## src/rtl/mem_access_stage.sv

```systemverilog
// Memory stage: accepts one execute payload at a time, runs the data-memory req/ack
// transaction for loads/stores, and holds a single registered writeback result.
module mem_access_stage #(
   parameter int XLEN           = 32,
   parameter int TIMEOUT_CYCLES = 16
) (
   input  logic            clk,
   input  logic            rst,
   input  logic            ex_valid,
   output logic            ex_ready,
   input  logic [XLEN-1:0] ex_alu_result,
   input  logic [XLEN-1:0] ex_rs2_data,
   input  logic [6:0]      ex_opcode,
   input  logic [2:0]      ex_funct3,
   input  logic [4:0]      ex_rd,
   output logic            dmem_req,
   output logic            dmem_we,
   output logic [XLEN-1:0] dmem_addr,
   output logic [XLEN-1:0] dmem_wdata,
   output logic [3:0]      dmem_be,
   input  logic [XLEN-1:0] dmem_rdata,
   input  logic            dmem_ack,
   output logic            wb_valid,
   input  logic            wb_ready,
   output logic [XLEN-1:0] wb_result,
   output logic [4:0]      wb_rd,
   output logic            wb_we,
   output logic            wb_fault
);

   // state  | meaning
   // IDLE   | can accept a new payload (subject to the writeback slot)
   // ACCESS | dmem_req held high, waiting for ack or timeout
   // RESP   | memory result loaded, waiting for writeback to take it

   localparam logic [6:0] OP_LOAD    = 7'b0000011;
   localparam logic [6:0] OP_STORE   = 7'b0100011;
   localparam logic [6:0] OP_REG_IMM = 7'b0010011;
   localparam logic [6:0] OP_REG_REG = 7'b0110011;
   localparam logic [6:0] OP_JAL     = 7'b1101111;
   localparam logic [6:0] OP_JALR    = 7'b1100111;

   localparam int          CW      = (TIMEOUT_CYCLES > 1) ? $clog2(TIMEOUT_CYCLES) : 1;
   localparam logic [CW-1:0] TC_LAST = CW'((TIMEOUT_CYCLES > 0) ? TIMEOUT_CYCLES - 1 : 0);

   typedef enum logic [1:0] {IDLE, ACCESS, RESP} state_t;

   state_t          state, state_nxt;
   logic            accept, is_load, is_store, misaligned, writes_rd;
   logic            ack_hit, expire, wb_xfer, wb_load, mem_start;
   logic [CW-1:0]   count;
   logic [XLEN-1:0] addr_q;
   logic [2:0]      f3_q;
   logic [4:0]      rd_q;
   logic [7:0]      lane_b;
   logic [15:0]     lane_h;
   logic [XLEN-1:0] load_data, wdata_c, res_nxt;
   logic [3:0]      be_c;
   logic [4:0]      rd_nxt;
   logic            we_nxt, fault_nxt;

   assign ex_ready  = !rst && (state == IDLE) && (!wb_valid || wb_ready);
   assign accept    = ex_valid && ex_ready;
   assign is_load   = (ex_opcode == OP_LOAD);
   assign is_store  = (ex_opcode == OP_STORE);
   assign writes_rd = (ex_opcode == OP_REG_REG) || (ex_opcode == OP_REG_IMM) ||
                      (ex_opcode == OP_JAL) || (ex_opcode == OP_JALR);
   assign ack_hit   = dmem_req && dmem_ack;
   assign expire    = (TIMEOUT_CYCLES != 0) && (count == TC_LAST) && !ack_hit;
   assign wb_xfer   = wb_valid && wb_ready;

   // Width code 11 has no legal access; a store with funct3 110 is rejected as well.
   always_comb begin
      misaligned = 1'b0;
      case (ex_funct3[1:0])
         2'b00:   misaligned = 1'b0;
         2'b01:   misaligned = ex_alu_result[0];
         2'b10:   misaligned = |ex_alu_result[1:0];
         default: misaligned = 1'b1;
      endcase
      if (is_store && (ex_funct3 == 3'b110))
         misaligned = 1'b1;
   end

   always_comb begin
      be_c    = 4'b1111;
      wdata_c = ex_rs2_data;
      case (ex_funct3[1:0])
         2'b00: begin
            be_c    = 4'b0001 << ex_alu_result[1:0];
            wdata_c = {(XLEN/8){ex_rs2_data[7:0]}};
         end
         2'b01: begin
            be_c    = ex_alu_result[1] ? 4'b1100 : 4'b0011;
            wdata_c = {(XLEN/16){ex_rs2_data[15:0]}};
         end
         default: ;
      endcase
   end

   always_comb begin
      lane_b    = dmem_rdata[{addr_q[1:0], 3'b000} +: 8];
      lane_h    = addr_q[1] ? dmem_rdata[31:16] : dmem_rdata[15:0];
      load_data = dmem_rdata;
      case (f3_q)
         3'b000:  load_data = {{(XLEN-8){lane_b[7]}}, lane_b};
         3'b100:  load_data = {{(XLEN-8){1'b0}}, lane_b};
         3'b001:  load_data = {{(XLEN-16){lane_h[15]}}, lane_h};
         3'b101:  load_data = {{(XLEN-16){1'b0}}, lane_h};
         default: ;
      endcase
   end

   always_ff @(posedge clk or posedge rst) begin
      if (rst) state <= IDLE;
      else     state <= state_nxt;
   end

   always_comb begin
      state_nxt = state;
      wb_load   = 1'b0;
      mem_start = 1'b0;
      case (state)
         IDLE: begin
            if (accept) begin
               if ((is_load || is_store) && !misaligned) begin
                  mem_start = 1'b1;
                  state_nxt = ACCESS;
               end else begin
                  wb_load = 1'b1;
               end
            end
         end
         ACCESS: begin
            if (ack_hit || expire) begin
               wb_load   = 1'b1;
               state_nxt = RESP;
            end
         end
         RESP: begin
            if (wb_xfer) state_nxt = IDLE;
         end
         default: state_nxt = IDLE;
      endcase
   end

   always_comb begin
      res_nxt   = ex_alu_result;
      rd_nxt    = ex_rd;
      we_nxt    = 1'b0;
      fault_nxt = 1'b0;
      if (state == ACCESS) begin
         res_nxt = addr_q;
         rd_nxt  = rd_q;
         if (ack_hit) begin
            if (!dmem_we) res_nxt = load_data;
            we_nxt = !dmem_we && (|rd_q);
         end else begin
            fault_nxt = 1'b1;
         end
      end else if (is_load || is_store) begin
         fault_nxt = 1'b1;
      end else begin
         we_nxt = writes_rd && (|ex_rd);
      end
   end

   always_ff @(posedge clk or posedge rst) begin
      if (rst) begin
         dmem_req   <= 1'b0;
         dmem_we    <= 1'b0;
         dmem_addr  <= '0;
         dmem_wdata <= '0;
         dmem_be    <= 4'b0000;
         addr_q     <= '0;
         f3_q       <= 3'b000;
         rd_q       <= 5'd0;
         count      <= '0;
         wb_valid   <= 1'b0;
         wb_result  <= '0;
         wb_rd      <= 5'd0;
         wb_we      <= 1'b0;
         wb_fault   <= 1'b0;
      end else begin
         if (mem_start) begin
            dmem_req   <= 1'b1;
            dmem_we    <= is_store;
            dmem_addr  <= {ex_alu_result[XLEN-1:2], 2'b00};
            dmem_wdata <= wdata_c;
            dmem_be    <= be_c;
            addr_q     <= ex_alu_result;
            f3_q       <= ex_funct3;
            rd_q       <= ex_rd;
            count      <= '0;
         end else if (state == ACCESS) begin
            if (ack_hit || expire) dmem_req <= 1'b0;
            else                   count    <= count + 1'b1;
         end
         if (wb_load) begin
            wb_valid  <= 1'b1;
            wb_result <= res_nxt;
            wb_rd     <= rd_nxt;
            wb_we     <= we_nxt;
            wb_fault  <= fault_nxt;
         end else if (wb_xfer) begin
            wb_valid <= 1'b0;
         end
      end
   end

endmodule

```

## config.mk

```make
export PLATFORM = sky130hd
export DESIGN_NAME = mem_access_stage
export DESIGN_NICKNAME = d
export VERILOG_FILES = /design/src/rtl/mem_access_stage.sv
export SDC_FILE = /design/constraint.sdc
export NUM_CORES = 1
export LEC_CHECK = 0
export ABC_AREA = 1
export ABC_CLOCK_PERIOD_IN_PS = 10200
export BUFFER_PORTS_ARGS = -buffer_cell sky130_fd_sc_hd__buf_2
export CAP_MARGIN = 15
export CORE_MARGIN = 4
export CORE_UTILIZATION = 45
export CTS_CLUSTER_SIZE = 10
export DETAILED_ROUTE_END_ITERATION = 6
export PLACE_DENSITY = 0.72
export SETUP_SLACK_MARGIN = 0.4
export SLEW_MARGIN = 40
export SYNTH_ARGS = -nofsm -noshare
export SYNTH_HDL_FRONTEND = slang
export SYNTH_SLANG_ARGS = --single-unit
export TNS_END_PERCENT = 30
```

## constraint.sdc

```tcl
create_clock -name clk -period 10.2 [get_ports clk]
set_input_delay 0.51 -clock clk [delete_from_list [all_inputs] [get_ports clk]]
set_output_delay 0.51 -clock clk [all_outputs]
set_load 0.05 [all_outputs]
```

==> metrics.cfg <==
[timing]
setup_ws_ns = 7.74
fin_crit_ns = 2.46
tightest_slew_ns = 0.769
skew_ns = 0.00553
fin_setup_tns_ns = 0
slew-limit-headroom_pct = 48.6
setup_violations = 0
fmax_mhz = 407
hold_viol = 0
rsz0062_at_grt = no
slew_viol_final = 0
finalCritPeriodShare_pct = 24.1

[clock_network]
h-tree-depth = 4
path_clk_slew_ns = 0.06
postCtsHoldBufs = 0
numCtsBuffers = 17
root_buffer = clkbuf_16
cts_resized = 0
cts_buffer_depth = 2
cts_tree = built
cts_setup_buffers = 0
insertion_delay_ns = 0.42
cts.sinks = 124

[worst_setup_path]
path_cells = inv_1 -> nand3_1 -> nand2_1 -> nand2_1 -> nand3_1 -> nand2_1 -> nand2_1 -> nand2_1 -> nand2_1
worstSetupPathType = register to register
arrival_ns = 2.77
crit_slowest_cell = dfrtp_1
end_kind = register
max_stage_delay_ns = 0.70
start_kind = register
path_common_cell = nand2_1
required_ns = 10.51
critPathMaxFanout = 24

[die]
rows = 45
die_y_microns = 133
dieArea_sq_mm = 0.0176
coreArea_sq_mm = 0.0152
initial_core_util_pct = 46.0
die_width_microns = 133
ioPinCount = 227

[final_layout]
multi_input_area_sq_mm = 0.00309
drive_gt1_share_pct = 24.5
seq_area_sq_mm = 0.00310
num_antenna_cells = 0
final_core_util_pct = 55.5
fin_nets = 1263
fillCellCount = 1492
fin_cells = 1346
area_delta_synth_final_pct = 20.6

[power]
cellPowerDensity_mw_per_mm2 = 132
ir_drop_v = 0.000112
p_leak_nw = 4.96
power_mw = 1.12

[global_routing]
antenna_found_initial = 1
grt_pass1_vias = 6585
grt_first_pass_wirelength_mm = 34.0
grt_max_degree = 85
grt.total_usage_pct = 23.9
grt-ovfl-total = 0

[place]
gp_congestion = 0.856
hpwlAfterDp_mm = 14.7
dpl.cell_count = 1315
place_worst_setup_slack_ns = 7.38
port_buffers = 224

[synthesis]
synth_seq_cells = 124
synthCells = 980
syn-cell-area_sq_mm = 0.00700
synth.distinct_cells = 33
ys_seq_area_share_pct = 44.4
synth.avg_cell_area_sq_um = 7.14
yosysWarnings = 0

[status]
status = completed

[route]
drt-initial-drc-count = 418
finalWirelength_mm = 20.7
vias_per_cell = 5.09
routedWlPerCell_microns = 15.4
routed-via-count = 6845
antenna_left = 0
drtPass1Iterations = 4
drc = 0

[hold_path]
hold_path_class = primary input to async pin

[flow_run]
maxCapViolCount = 0

[placed cells by master (no fill, tap or decap), types with 6 or more instances in the layout]
cell	count
a21oi_1	81
buf_2	224
clkbuf_16	17
clkinv_2	6
dfrtp_1	124
inv_1	67
mux2i_1	8
nand2_1	419
nand3_1	48
nor2_1	30
o21ai_0	71
or2_2	11
[cell usage after synthesis (all sizes together)]
library cell / instances / area (sq um)
nand4: 4 / 25.0
buf: 74 / 498
nand3: 50 / 268
dfrtp: 124 / 3100
o21ai: 72 / 360
nor2: 35 / 154
mux2i: 8 / 80.1
or2: 11 / 68.8
clkbuf: 12 / 46.3
conb: 1 / 3.75
o211ai: 2 / 15.0
a211oi: 2 / 15.0
ha: 1 / 12.5
xor2: 2 / 17.5
nand2: 420 / 1580
a21oi: 82 / 414
nor3: 3 / 15.0
a22o: 5 / 43.8
a211o: 1 / 8.76
clkinv: 1 / 5.00
inv: 70 / 263
[critical path: cells and delay by family, from the launching register on]
family,cells,cell delay (ns)
buffers and inverters,1,0.36
AND/OR/NAND/NOR,8,1.28
flip-flops,1,0.70
[stage by stage]
stage / hold WS (ns) / area, sq um
6_report: 0.128 / 8440
5_1_grt: 0.171 / 8440
4_1_cts: 0.143 / 8430
3_5_place_dp: 0.458 / 7900
3_3_place_gp: 0.456 / 7870
2_1_floorplan: 0.472 / 7000
[metal layers]
layer,up-vias,track usage [%],part of all wire [%]
met2,250,38.5,46
li1,3389,-,-
met5,-,0,0.058
met1,3172,31.8,44
met3,32,6.58,7.9
met4,2,6.93,1.6
[kinds of logic after synthesis]
kind of cell | count (synthesis) | share of synthesized area, %
AOI/OAI and AO/OA | 164 | 12.3
xor gates and xnor gates | 2 | 0.250
buffers and inverters | 157 | 11.6
adders and majority gates | 1 | 0.179
DFF | 124 | 44.4
muxes | 8 | 1.14
and+or+nand+nor | 523 | 30.2
other | 1 | 0.0536
[power by group]
group,total (mW),switching [mW],internal (mW)
Sequential,0.492,0,0.492
Clock,0.549,0.217,0.332
Combinational,0.0764,0.0474,0.0290
[sequential cells by signal, summed over array words and instances (netlist names), 3 cells and up]
signal / cells
count: 4
addr_q: 32
wb_result: 32
dmem_wdata: 32
wb_rd: 5
dmem_be: 4
f3_q: 3
rd_q: 5
[area by class of cell]
cell class	count	area share, %
Clock buffer	24	5.83
Clock inverter	7	0.475
Inverter	71	3.23
Multi-Input combinational cell	700	36.6
Sequential cell	124	36.8
Tap cell	188	2.79
Timing Repair Buffer	232	14.3
[path summary, 6_finish.rpt]
path / start / end / slack (ns) / cells past startpoint
hold / removal: rst / dmem_wdata[18] / 0.13 / 2
hold reg to reg: wb_fault / wb_fault / 0.47 / 2
min in group clk: ex_alu_result[10] / addr_q[10] / 0.30 / 3
setup / recovery: addr_q[1] / wb_result[16] / 7.74 / 9
max in group asynchronous: rst / wb_result[26] / 8.96 / 3
setup reg to reg: addr_q[1] / wb_result[16] / 7.74 / 9
No activity file was read; power rests on OpenSTA's default activity.
